==> src/rtl/debug_uart_pkg.sv <==
// Shared types and helpers for the UART sample dump path.
package debug_uart_pkg;

   typedef enum logic [2:0] {IDLE, HDR, FETCH, WAIT_RD, SEND, FIN} dump_state_t;

   localparam int UART_FRAME_BITS = 10;

   function automatic int nbytes(input int width);
      return (width + 7) / 8;
   endfunction

endpackage

==> src/rtl/uart_tx_byte.sv <==
// 8N1 byte serializer, LSB first, with a valid/ready byte handshake.
module uart_tx_byte
   import debug_uart_pkg::*;
#(
   parameter int CLKS_PER_BAUD = 217
) (
   input  logic       clk_25mhz,
   input  logic       rst_in,
   input  logic [7:0] byte_in,
   input  logic       byte_valid_in,
   output logic       byte_ready_out,
   output logic       uart_tx
);

   localparam int BW = (CLKS_PER_BAUD > 1) ? $clog2(CLKS_PER_BAUD) : 1;
   localparam logic [BW-1:0] RELOAD = BW'(CLKS_PER_BAUD - 1);
   localparam logic [3:0] LAST_BIT = 4'(UART_FRAME_BITS - 1);

   logic [BW-1:0] baud_cnt;
   logic [3:0]    bit_cnt;
   logic [8:0]    shreg;     // bits still to go after the one on the line: d0..d7, stop

   always_ff @(posedge clk_25mhz) begin
      if (!rst_in) begin
         uart_tx        <= 1'b1;
         byte_ready_out <= 1'b1;
         baud_cnt       <= '0;
         bit_cnt        <= '0;
         shreg          <= '0;
      end else if (byte_ready_out) begin
         if (byte_valid_in) begin
            uart_tx        <= 1'b0;
            shreg          <= {1'b1, byte_in};
            baud_cnt       <= RELOAD;
            bit_cnt        <= '0;
            byte_ready_out <= 1'b0;
         end
      end else if (baud_cnt != '0) begin
         baud_cnt <= baud_cnt - 1'b1;
      end else if (bit_cnt == LAST_BIT) begin
         // stop bit finished; line is already high
         byte_ready_out <= 1'b1;
      end else begin
         uart_tx  <= shreg[0];
         shreg    <= {1'b0, shreg[8:1]};
         bit_cnt  <= bit_cnt + 1'b1;
         baud_cnt <= RELOAD;
      end
   end

endmodule

==> src/rtl/uart_sample_dumper.sv <==
// Streams a window of the sample buffer out over UART: sync byte, 16-bit count,
// then each sample MSB byte first.
module uart_sample_dumper
   import debug_uart_pkg::*;
#(
   parameter int          SAMPLE_W      = 16,
   parameter int          DEPTH         = 4096,
   parameter int          CLKS_PER_BAUD = 217,
   parameter int          READ_LATENCY  = 2,
   parameter logic [7:0]  SYNC_BYTE     = 8'hA5,
   localparam int         INDEX_W       = $clog2(DEPTH)
) (
   input  logic                clk_25mhz,
   input  logic                rst_in,
   input  logic                start_in,
   input  logic [INDEX_W-1:0]  start_index_in,
   input  logic [INDEX_W:0]    count_in,
   input  logic [SAMPLE_W-1:0] debug_data_in,
   output logic [INDEX_W-1:0]  debug_index_out,
   output logic                uart_tx,
   output logic                busy_out,
   output logic                done_out
);

   localparam int NB  = nbytes(SAMPLE_W);
   localparam int SW  = NB * 8;
   localparam int BCW = $clog2(NB + 1);
   localparam logic [BCW-1:0] LAST_BYTE = BCW'(NB - 1);

   dump_state_t           state;
   logic [INDEX_W-1:0]    idx;
   logic [INDEX_W:0]      left;
   logic [1:0]            hdr_cnt;
   logic [BCW-1:0]        byte_cnt;
   logic [SW-1:0]         sh;
   logic [READ_LATENCY:0] vld_pipe;
   logic [7:0]            byte_data;
   logic                  byte_valid;
   logic                  byte_ready;

   logic [31:0]   cnt_ext;
   logic [SW-1:0] data_pad;
   logic [SW-1:0] sh_next;
   logic          accept;

   assign cnt_ext  = 32'(left);
   assign data_pad = SW'(debug_data_in);
   assign sh_next  = sh << 8;
   assign accept   = byte_valid && byte_ready;

   always_ff @(posedge clk_25mhz) begin
      if (!rst_in) begin
         state           <= IDLE;
         idx             <= '0;
         left            <= '0;
         hdr_cnt         <= '0;
         byte_cnt        <= '0;
         sh              <= '0;
         vld_pipe        <= '0;
         byte_data       <= '0;
         byte_valid      <= 1'b0;
         busy_out        <= 1'b0;
         done_out        <= 1'b0;
         debug_index_out <= '0;
      end else begin
         done_out <= 1'b0;
         case (state)
            IDLE: if (start_in) begin
               idx        <= start_index_in;
               left       <= count_in;
               hdr_cnt    <= '0;
               byte_data  <= SYNC_BYTE;
               byte_valid <= 1'b1;
               busy_out   <= 1'b1;
               state      <= HDR;
            end
            HDR: if (accept) begin
               hdr_cnt <= hdr_cnt + 1'b1;
               case (hdr_cnt)
                  2'd0:    byte_data <= cnt_ext[15:8];
                  2'd1:    byte_data <= cnt_ext[7:0];
                  default: begin
                     byte_valid <= 1'b0;
                     state      <= (left == '0) ? FIN : FETCH;
                  end
               endcase
            end
            FETCH: begin
               debug_index_out <= idx;
               vld_pipe        <= (READ_LATENCY + 1)'(1);
               state           <= WAIT_RD;
            end
            WAIT_RD: if (vld_pipe[READ_LATENCY]) begin
               sh         <= data_pad;
               byte_data  <= data_pad[SW-1 -: 8];
               byte_valid <= 1'b1;
               byte_cnt   <= '0;
               idx        <= idx + 1'b1;   // INDEX_W wide, so wraps modulo DEPTH
               left       <= left - 1'b1;
               vld_pipe   <= '0;
               state      <= SEND;
            end else begin
               vld_pipe <= vld_pipe << 1;
            end
            SEND: if (accept) begin
               if (byte_cnt == LAST_BYTE) begin
                  byte_valid <= 1'b0;
                  state      <= (left == '0) ? FIN : FETCH;
               end else begin
                  byte_cnt  <= byte_cnt + 1'b1;
                  sh        <= sh_next;
                  byte_data <= sh_next[SW-1 -: 8];
               end
            end
            // the serializer is ready again only once the last stop bit is out
            FIN: if (byte_ready) begin
               done_out <= 1'b1;
               busy_out <= 1'b0;
               state    <= IDLE;
            end
            default: state <= IDLE;
         endcase
      end
   end

   uart_tx_byte #(.CLKS_PER_BAUD(CLKS_PER_BAUD)) u_tx (
      .clk_25mhz      (clk_25mhz),
      .rst_in         (rst_in),
      .byte_in        (byte_data),
      .byte_valid_in  (byte_valid),
      .byte_ready_out (byte_ready),
      .uart_tx        (uart_tx)
   );

endmodule
==> config.mk <==
export PLATFORM = sky130hd
export DESIGN_NAME = uart_sample_dumper
export DESIGN_NICKNAME = d
export VERILOG_FILES = /design/src/rtl/debug_uart_pkg.sv /design/src/rtl/uart_tx_byte.sv /design/src/rtl/uart_sample_dumper.sv
export SDC_FILE = /design/constraint.sdc
export NUM_CORES = 1
export LEC_CHECK = 0
export BUFFER_PORTS_ARGS = -buffer_cell sky130_fd_sc_hd__buf_2
export CORE_ASPECT_RATIO = 0.7
export CORE_MARGIN = 5
export CORE_UTILIZATION = 58
export DETAILED_ROUTE_END_ITERATION = 10
export GPL_TIMING_DRIVEN = 1
export PLACE_DENSITY = 0.87
export SETUP_SLACK_MARGIN = 0.2
export SLEW_MARGIN = 20
export SYNTH_ARGS = -nofsm -noshare
export SYNTH_HDL_FRONTEND = slang
export SYNTH_HIERARCHICAL = 1
export SYNTH_SLANG_ARGS = --single-unit
==> constraint.sdc <==
create_clock -name clk_25mhz -period 2.61 [get_ports clk_25mhz]
set_input_delay 0.261 -clock clk_25mhz [delete_from_list [all_inputs] [get_ports clk_25mhz]]
set_output_delay 0.261 -clock clk_25mhz [all_outputs]
set_load 0.02 [all_outputs]
==> results by group <==
Worst setup path
  • Launch point of the worst reg-to-reg path: state[0]
  • WS Path Type: reg -> reg
  • Crit path DAT: 2.51 ns
  • Critical Path Sink Type: flop
  • Worst stage delay on the critical path: 0.75 ns
  • Critical Path Source: state[0]
  • CP required: 2.85 ns
  • CP max-delay cell: dfxtp_1
  • Cell chain of the critical path: nand2b_1, o22a_1, o211ai_1, nor3_1, o31a_1
  • Maximum fanout along the worst path: 22
  • CP startpoint kind: flop

Synthesis
  • Share of the synthesized area in the top cell type: 0.3813
  • Synth Net Count: 638
  • Register area share after synthesis: 0.3813
  • Mapped Cells: 584
  • Yosys warnings: 6
  • Largest cells by area after synthesis: dfxtp_1 38%, a21oi_1 6.5%, nand2_1 5.1%, nor2_1 4.7%, o21ai_0 3.5%
  • Ys flop type: dfxtp_1
  • Largest area contributor in the netlist: dfxtp_1
  • Synth cell types: 64
  • Yosys reg bits: 89
  • Mapped cell area: around 0.0047 sq mm
  • Avg Cell Area, Syn: approximately 8.0 sq um
  • Fraction of registers with async set or reset after synthesis: 0
  • EDFF count, synth: 0

Global routing
  • GRT Total Usage: 0.2635
  • Largest net degree at the start of global routing: 40
  • Grt ovf: 0
  • Initial antenna violation count: 2
  • First-pass GRT wire length: between 20000 and 25000 microns
  • Vias in the first global route: around 4300

Clock tree
  • Hold_buf cts: 0
  • CTS Buf Count: 9
  • Clock buffer depth: 2
  • CTS tree: done
  • Clock Latency Late Sink: about 0.35 ns
  • Sink Count: 89
  • Clk root buf: clkbuf_16
  • Htree depth: 3
  • Clock-pin slew on the worst setup and hold paths: 0.06 ns

Die
  • Row count: 27
  • Die area: approximately 0.010 sq mm
  • Core area: 0.007871 sq mm
  • Initial Util: 0.5937
  • Die height: 85.10 microns
  • Die width: roughly 120 microns
  • I/O pin cnt: 59

Detailed routing
  • Vias: 4730
  • WL final: 13060 microns
  • 1st-pass router iterations: 5
  • DR vias/cell: between 6 and 7
  • Iter 0 DRT Violations: 558
  • Post-DRT Antenna Nets: 0
  • Average wire per standard cell: approximately 18 microns
  • DRC: 0

Power
  • Lkg Pwr: 2.084 nW
  • Switching power share of the total: 0.4047
  • Reg power frac: 0.363
  • Internal: 0.003385 W
  • PD cells: 1064 mW/mm^2
  • Peak VDD IR: 0.5413 mV
  • NetSw: 0.002301 W
  • Clock share of power: 0.230
  • Combinational power share: 0.406

STA
  • Worst-Margin Slew: 0.9811 ns
  • Fin Setup TNS: 0 ns
  • Max Slew Vio Count: 0
  • Final Critical Period: 2.268 ns
  • Final setup vio count: 0
  • Crit share post-route: 0.8691
  • Rel. slew slack: 0.3370
  • Unrepaired setup endpoints after global routing: false
  • Worst clock skew: 0.004922 ns
  • F_max: 0.4409 GHz
  • Final hold violations: 0

Run status
  • Status: completed

Min path
  • Hold Startpoint: debug_data_in[2]
  • Worst hold path type: in -> reg

Layout
  • Most frequent cells in the layout: 89 x dfxtp_1, 64 x nand2_1, 61 x a21oi_1
  • Layout Nets: 678
  • Final instance area: roughly 0.0053 sq mm
  • Share of layout cells above drive strength 1: 0.1622
  • Layout area overhead: 14.32%
  • Most common cell after layout, fill and taps aside: dfxtp_1

Placement
  • Port-buffer cells: 58
  • Area after DPL: 0.005020 sq mm
  • Final HPWL DP: 8890 microns
  • GPL Wtd Cong: 0.9075

Job
  • MaxCap Viol Count: 0
## metal layers
metal / track usage / share of wire / vias to the layer above
met2: 0.3886 / 0.44 / 261
met1: 0.3654 / 0.44 / 2212
met3: 0.07555 / 0.095 / 30
met5: 0 / 0.0010 / -
met4: 0.09479 / 0.024 / 2
li1: - / - / 2225
## cells by family (layout without fill, tap and decap cells)
family,count (synthesis),count (layout),share of synthesized area
AO/OA/AOI/OAI,189,189,0.2685
adder cells (fa/ha/maj),10,10,0.02677
buffers and inverters,59,104,0.05328
flip-flops,89,89,0.3813
multiplexers,17,17,0.03695
other,0,1,0
AND/OR/NAND/NOR,220,220,0.2332
## path summary, 6_finish.rpt
| path | end | slack (ns) | cells past startpoint |
|---|---|---|---|
| max | state[2] | 0.34 | 5 |
| min | sh[2] | 0.17 | 3 |
| max reg2reg | state[2] | 0.34 | 5 |
| min reg2reg | debug_index_out[4] | 0.46 | 2 |
## cells in the mapped netlist, types with 10 or more instances
cell / number
dfxtp_1: 89
nand2_1: 64
a21oi_1: 61
nor2_1: 58
clkbuf_1: 34
o21ai_0: 33
nor3_1: 22
inv_1: 15
mux2i_1: 15
a22oi_1: 14
ha_1: 10
nand3_1: 10
## state kept, by name, summed over array words and instances (netlist names), 4 cells and up
| signal | flops |
|---|---|
| u_tx/shreg | 9 |
| sh | 8 |
| idx | 12 |
| byte_data | 8 |
| u_tx/baud_cnt | 8 |
| u_tx/bit_cnt | 4 |
| left | 13 |
| debug_index_out | 12 |
## timing repair
item | in CTS | in global routing
gates resized for setup | 0 | 1
endpoints found under the setup margin | 0 | 12
endpoints found under the hold margin | 0 | 0
buffers inserted | 0 | 2
## per-stage QoR
stage | hold slack (ns) | worst slack (ns) | instances | util | total power, W
3_3_place_gp | 0.4449 | 0.4618 | 712 | 0.6377 | 0.004137
2_1_floorplan | 0.3229 | 0.5665 | 584 | - | 0.003706
6_report | 0.1730 | 0.3417 | 731 | 0.6787 | 0.005685
3_5_place_dp | 0.4460 | 0.3883 | 712 | 0.6377 | 0.004250
4_1_cts | 0.1689 | 0.3640 | 728 | 0.6757 | 0.005578
5_1_grt | 0.1775 | 0.2484 | 731 | 0.6787 | 0.006027
## cell type report
| type | count | area (sq um) |
|---|---|---|
| fill | 642 | 2529 |
| multi-input combinational | 436 | 2649 |
| tap | 101 | 126.4 |
| antenna | 1 | 2.502 |
| inverter | 15 | 56.30 |
| clock buffer | 12 | 246.5 |
| clock inverter | 4 | 52.55 |
| sequential | 89 | 1782 |
| timing repair buffer | 73 | 427.9 |
## worst max-delay path, delay by kind of cell, from the launching register on
kind	cells	cell delay, ns
AO/OA/AOI/OAI	3	1.00
AND/OR/NAND/NOR	2	0.40
flip-flops	1	0.75
## power groups by stage
stage          clock [W]  sequential (W)  combinational [W]
6_report         0.00131         0.00207            0.00231
5_1_grt          0.00140         0.00211            0.00252
4_1_cts          0.00133         0.00204            0.00221
3_5_place_dp           0         0.00207            0.00218
3_3_place_gp           0         0.00205            0.00209
2_1_floorplan          0         0.00194            0.00176
Note: power is estimated with default switching activity, not from simulation.
